$ cat src/rtl/mem_arbiter_if.sv
// Request/response bundle between the two caches, the arbiter and the RAM.
// The slave view is the arbiter; the master view drives requests and RAM replies.
interface mem_arbiter_if #(
  parameter int WORD_W = 32,
  parameter int ADDR_W = 32
);
  logic              iREN;
  logic [ADDR_W-1:0] iaddr;
  logic              iwait;
  logic [WORD_W-1:0] iload;
  logic              dREN;
  logic              dWEN;
  logic [ADDR_W-1:0] daddr;
  logic [WORD_W-1:0] dstore;
  logic              dwait;
  logic [WORD_W-1:0] dload;
  logic              ramREN;
  logic              ramWEN;
  logic [ADDR_W-1:0] ramaddr;
  logic [WORD_W-1:0] ramstore;
  logic [WORD_W-1:0] ramload;
  logic              ram_rdy;

  modport slave (
    input  iREN, iaddr, dREN, dWEN, daddr, dstore,
    input  ramload, ram_rdy,
    output iwait, iload, dwait, dload,
    output ramREN, ramWEN, ramaddr, ramstore
  );

  modport master (
    output iREN, iaddr, dREN, dWEN, daddr, dstore,
    output ramload, ram_rdy,
    input  iwait, iload, dwait, dload,
    input  ramREN, ramWEN, ramaddr, ramstore
  );
endinterface

$ cat src/rtl/mem_arbiter.sv
// Icache/dcache to single-port RAM arbiter, dcache priority with icache starvation guard.
// Define ARB_STATS_EN to add grant and stall statistics counters.
module mem_arbiter #(
  parameter int WORD_W     = 32,
  parameter int ADDR_W     = 32,
  parameter int STARVE_MAX = 4
) (
  input logic         CLK,
  input logic         RST,
  mem_arbiter_if.slave bus
`ifdef ARB_STATS_EN
  ,
  output logic [31:0] igrant_cnt,
  output logic [31:0] dgrant_cnt,
  output logic [31:0] stall_cnt
`endif
);

  typedef enum logic [1:0] {
    IDLE,
    IGNT,
    DGNT
  } state_e;

  localparam int SW = (STARVE_MAX < 2) ? 1 : $clog2(STARVE_MAX + 1);
  localparam logic [SW-1:0] SMAX = SW'(STARVE_MAX);

  state_e        state_q, state_d;
  logic [SW-1:0] starve_q, starve_d;
  logic          d_req;
  logic          i_done;
  logic          d_done;
  logic          i_gnt;
  logic          d_gnt;

  assign d_req = bus.dREN | bus.dWEN;

  always_comb begin
    state_d  = state_q;
    starve_d = starve_q;
    i_done   = 1'b0;
    d_done   = 1'b0;
    i_gnt    = 1'b0;
    d_gnt    = 1'b0;
    unique case (state_q)
      IDLE: begin
        if (d_req && !(bus.iREN && starve_q == SMAX)) begin
          state_d = DGNT;
          d_gnt   = 1'b1;
          if (!bus.iREN)
            starve_d = '0;
          else if (starve_q != SMAX)
            starve_d = starve_q + SW'(1);
        end else if (bus.iREN) begin
          state_d  = IGNT;
          i_gnt    = 1'b1;
          starve_d = '0;
        end
      end
      IGNT: begin
        if (!bus.iREN) begin
          state_d = IDLE;
        end else if (bus.ram_rdy) begin
          i_done  = 1'b1;
          state_d = IDLE;
        end
      end
      DGNT: begin
        if (!d_req) begin
          state_d = IDLE;
        end else if (bus.ram_rdy) begin
          d_done  = 1'b1;
          state_d = IDLE;
        end
      end
      default: state_d = IDLE;
    endcase
  end

  always_ff @(posedge CLK) begin
    if (RST) begin
      state_q  <= IDLE;
      starve_q <= '0;
    end else begin
      state_q  <= state_d;
      starve_q <= starve_d;
    end
  end

  // RAM side is selected by the grant state only
  always_comb begin
    bus.ramREN   = 1'b0;
    bus.ramWEN   = 1'b0;
    bus.ramaddr  = '0;
    bus.ramstore = '0;
    unique case (state_q)
      IGNT: begin
        bus.ramREN  = 1'b1;
        bus.ramaddr = bus.iaddr;
      end
      DGNT: begin
        bus.ramWEN   = bus.dWEN;
        bus.ramREN   = bus.dREN & ~bus.dWEN;
        bus.ramaddr  = bus.daddr;
        bus.ramstore = bus.dstore;
      end
      default: ;
    endcase
  end

  assign bus.iwait = ~i_done;
  assign bus.dwait = ~d_done;
  assign bus.iload = i_done ? bus.ramload : '0;
  assign bus.dload = d_done ? bus.ramload : '0;

`ifdef ARB_STATS_EN
  logic [31:0] igrant_q, igrant_d;
  logic [31:0] dgrant_q, dgrant_d;
  logic [31:0] stall_q, stall_d;
  logic        stall;

  always_comb begin
    stall    = (bus.iREN & bus.iwait) | (d_req & bus.dwait);
    igrant_d = igrant_q + {31'd0, i_gnt};
    dgrant_d = dgrant_q + {31'd0, d_gnt};
    stall_d  = stall_q + {31'd0, stall};
  end

  always_ff @(posedge CLK) begin
    if (RST) begin
      igrant_q <= '0;
      dgrant_q <= '0;
      stall_q  <= '0;
    end else begin
      igrant_q <= igrant_d;
      dgrant_q <= dgrant_d;
      stall_q  <= stall_d;
    end
  end

  assign igrant_cnt = igrant_q;
  assign dgrant_cnt = dgrant_q;
  assign stall_cnt  = stall_q;
`endif

endmodule

$ cat src/flat_wrapper.sv
// flat-port wrapper written by rule: the top's interface ports become plain ports
module mem_arbiter_flat 
#(
  parameter int WORD_W     = 32,
  parameter int ADDR_W     = 32,
  parameter int STARVE_MAX = 4
)
  (CLK, RST, bus_iREN, bus_iaddr, bus_dREN, bus_dWEN, bus_daddr, bus_dstore, bus_ramload, bus_ram_rdy, bus_iwait, bus_iload, bus_dwait, bus_dload, bus_ramREN, bus_ramWEN, bus_ramaddr, bus_ramstore);
  mem_arbiter_if #(.WORD_W(WORD_W), .ADDR_W(ADDR_W)) bus_i ();
  input logic CLK;
  input logic RST;
  input wire logic [$bits(bus_i.iREN)-1:0] bus_iREN;
  input wire logic [$bits(bus_i.iaddr)-1:0] bus_iaddr;
  input wire logic [$bits(bus_i.dREN)-1:0] bus_dREN;
  input wire logic [$bits(bus_i.dWEN)-1:0] bus_dWEN;
  input wire logic [$bits(bus_i.daddr)-1:0] bus_daddr;
  input wire logic [$bits(bus_i.dstore)-1:0] bus_dstore;
  input wire logic [$bits(bus_i.ramload)-1:0] bus_ramload;
  input wire logic [$bits(bus_i.ram_rdy)-1:0] bus_ram_rdy;
  output wire logic [$bits(bus_i.iwait)-1:0] bus_iwait;
  output wire logic [$bits(bus_i.iload)-1:0] bus_iload;
  output wire logic [$bits(bus_i.dwait)-1:0] bus_dwait;
  output wire logic [$bits(bus_i.dload)-1:0] bus_dload;
  output wire logic [$bits(bus_i.ramREN)-1:0] bus_ramREN;
  output wire logic [$bits(bus_i.ramWEN)-1:0] bus_ramWEN;
  output wire logic [$bits(bus_i.ramaddr)-1:0] bus_ramaddr;
  output wire logic [$bits(bus_i.ramstore)-1:0] bus_ramstore;
  assign bus_i.iREN = bus_iREN;
  assign bus_i.iaddr = bus_iaddr;
  assign bus_i.dREN = bus_dREN;
  assign bus_i.dWEN = bus_dWEN;
  assign bus_i.daddr = bus_daddr;
  assign bus_i.dstore = bus_dstore;
  assign bus_i.ramload = bus_ramload;
  assign bus_i.ram_rdy = bus_ram_rdy;
  assign bus_iwait = bus_i.iwait;
  assign bus_iload = bus_i.iload;
  assign bus_dwait = bus_i.dwait;
  assign bus_dload = bus_i.dload;
  assign bus_ramREN = bus_i.ramREN;
  assign bus_ramWEN = bus_i.ramWEN;
  assign bus_ramaddr = bus_i.ramaddr;
  assign bus_ramstore = bus_i.ramstore;
  mem_arbiter #(.WORD_W(WORD_W), .ADDR_W(ADDR_W), .STARVE_MAX(STARVE_MAX)) u_core (.CLK(CLK), .RST(RST), .bus(bus_i));
endmodule
$ cat config.mk
export PLATFORM = sky130hd
export DESIGN_NAME = mem_arbiter_flat
export DESIGN_NICKNAME = d
export VERILOG_FILES = /design/src/rtl/mem_arbiter_if.sv /design/src/rtl/mem_arbiter.sv /design/src/flat_wrapper.sv
export SDC_FILE = /design/constraint.sdc
export NUM_CORES = 1
export LEC_CHECK = 0
export BUFFER_PORTS_ARGS = -buffer_cell sky130_fd_sc_hd__buf_2
export CAP_MARGIN = 40
export CORE_AREA = 8 8 96 98
export CTS_BUF_LIST = sky130_fd_sc_hd__clkbuf_4 sky130_fd_sc_hd__clkbuf_8 sky130_fd_sc_hd__clkbuf_16
export DETAILED_ROUTE_END_ITERATION = 16
export DIE_AREA = 0 0 104 106
export PLACE_DENSITY = 0.69
export SLEW_MARGIN = 10
export SYNTH_ARGS = -nofsm -noshare
export SYNTH_HDL_FRONTEND = slang
export SYNTH_SLANG_ARGS = --single-unit
export TNS_END_PERCENT = 50
$ cat constraint.sdc
create_clock -name CLK -period 2.1 [get_ports CLK]
set_clock_uncertainty 0.1 [all_clocks]
set_input_delay 0 -clock CLK [delete_from_list [all_inputs] [get_ports CLK]]
set_output_delay 0 -clock CLK [all_outputs]
set_load 0.01 [all_outputs]
==> metrics <==
CTS Root Cell clkbuf_8; crit end category output port; Slew headroom 0.699; first-pass GRT wire length 14000 µm; max_cap viols 0; post-synth top area share 0.257; f_max 542 MHz; # DRC 0; endpoints failing hold 0; crit path max fanout 33; layout cells sized above 1 0.586; Die X 104 µm; Total Wirelength 9450 µm; # setup viols final 0; IO Count 266; final period utilization 0.879; P per Cell Area 272 nW/µm²; largest net degree at the start of global routing 42; Area contributors post-synth and2_1 26%, a22oi_1 15%, and3_1 12%; die span in y 106 µm; Synth Register Bits 5; Final Max Slew Viols 0; setup TNS 0 ns; grt total ovfl 0; initial antenna violation count 0; fin area 3050 µm²; CP max stage cell and3_2; DR vias 2688; Final Util 0.389; Layout area overhead 90.3%; clk sinks 5; top cell type by total area after synthesis and2_1; vias per cell 4.55; gr usage total 0.151; VDD IR max 0.211 mV; status completed; post-synth cell types 32; synthesized net count 374; CORE AREA 7850 µm²; gate count of the mapped netlist 234; dpl ws 0.517 ns; vias in the first global route 2616; max incr delay on CP 0.50 ns; setup slack after layout 0.254 ns; crit path buf inv count 2; Cell Area, Synth 1600 µm²; Post-DP Area 2990 µm²; # rows 33; post-CTS sizing 0; RePlAce Congestion 0.834; Worst Tran Pin Value 0.452 ns; sequential area share after synthesis 0.0624; WS Path Type flop to output port; area of the die 11000 µm²; CP startpoint kind flop; DR iter-0 viols 88; Post-DP HPWL 7920 µm; remaining antenna violation count 0; # nets final 627; CTS max path bufs 2; Hold WS 0.0538 ns; delay-heaviest family, CP simple AND/OR/NAND/NOR gates; antenna cells 0; CP arrival 1.75 ns; CTS tree yes; clock slew at reported path FFs 0.04 ns; Routed wire per std cell 16.0 µm; critical path, cell by cell inv_1, ha_1, and3_2, and2_1, buf_2; Worst-Skew Late Latency 0.22 ns; drt pass-1 iters 6; worst endpoint required time 2.00 ns; leakage 1.92 nW; PortBufs 265; Initial Utilization 0.204; RSZ-0062 raised after global routing no; H-tree depth reported by CTS 1; Hold Path Class input port to flop; Synth Warn # 0; TritonCTS buffer count 3; min cycle time layout 1.85 ns; Mapped Avg Cell Area 6.85 µm²
-- path summary, 6_finish.rpt --
| path | from | to | slack [ns] | cells after the start |
|---|---|---|---|---|
| worst max-delay path | u_core.state_q[1] | bus_iload[30] | 0.25 | 5 |
| worst min-delay path | bus_iREN | u_core.starve_q[1] | 0.05 | 3 |
| worst max register to register | u_core.state_q[0] | u_core.state_q[0] | 0.52 | 5 |
| worst min register to register | u_core.starve_q[1] | u_core.starve_q[1] | 0.37 | 2 |
-- synthesized netlist by cell type, drive strengths merged --
library cell,number
a211oi,1
a21oi,3
a22oi,32
a2bb2oi,1
a31oi,1
and2,67
and3,33
and3b,2
and4bb,1
buf,10
clkbuf,14
dfxtp,5
ha,6
inv,6
nand2,4
nand3,2
nand4,2
nand4b,1
nor2,2
nor2b,32
nor3b,1
nor4b,1
o211ai,2
o21a,2
o31ai,1
o32ai,1
or2,1
-- what timing repair did --
action	4_1_cts	5_1_grt
buffers inserted	0	0
hold buffers	1	0
endpoints found under the hold margin	5	0
-- per-layer routing --
metal / GRT usage / vias to the layer above / wire length, µm
met5: 0 / - / 0
met3: 0.0454 / 8 / 825
met1: 0.166 / 1211 / 3670
met2: 0.285 / 150 / 4880
li1: - / 1319 / -
met4: 0.0186 / 0 / 70
-- kinds of logic after synthesis --
kind of cell	share of synthesized area
simple gates	0.587
compound gates	0.218
buf+inv	0.0858
fa+ha+maj	0.0468
flops	0.0624
-- metrics by stage --
stage          total power [mW]  std cells
2_1_floorplan             0.377        234
3_3_place_gp              0.626        586
3_5_place_dp              0.638        586
5_1_grt                   0.890        591
4_1_cts                   0.838        591
6_report                  0.829        591
-- worst reg2reg max path, cell delays in order (launching register included) --
cell	delay, ns
dfxtp_1	0.32
inv_1	0.12
ha_1	0.31
nor4b_2	0.36
a211oi_2	0.07
o32ai_2	0.20
-- power by group --
group	leakage, nW	switching [mW]	internal (mW)
Combinational	1.85	0.270	0.262
Sequential	0.0408	0.00504	0.100
Clock	0.0262	0.0488	0.143
Total	1.92	0.324	0.506
-- placed cells by master, fill, tap and decap left out, types with 2 or more instances in the layout --
| cell type | instances |
|---|---|
| nor2_1 | 2 |
| a21oi_1 | 3 |
| nand3_1 | 2 |
| nand4_1 | 2 |
| buf_4 | 6 |
| dfxtp_1 | 5 |
| and3_1 | 32 |
| ha_1 | 5 |
| clkbuf_8 | 3 |
| inv_1 | 6 |
| and2_1 | 66 |
| nand2_1 | 4 |
| o211ai_1 | 2 |
| nor2b_1 | 32 |
| buf_2 | 265 |
| and3b_1 | 2 |
| a22oi_1 | 32 |
-- flip-flops by register name, summed over array words and instances, names as in the netlist --
signal,cells
u_core.starve_q,3
u_core.state_q,2
-- layout make-up --
class | instances | area (µm²)
fillers | 848 | 4790
well taps | 105 | 131
clock buffers | 4 | 48.8
inverters | 6 | 22.5
repair buffers | 272 | 1380
flip-flops and latches | 5 | 100
multi-input cells | 199 | 1370
No activity file was read; power rests on OpenSTA's default activity.
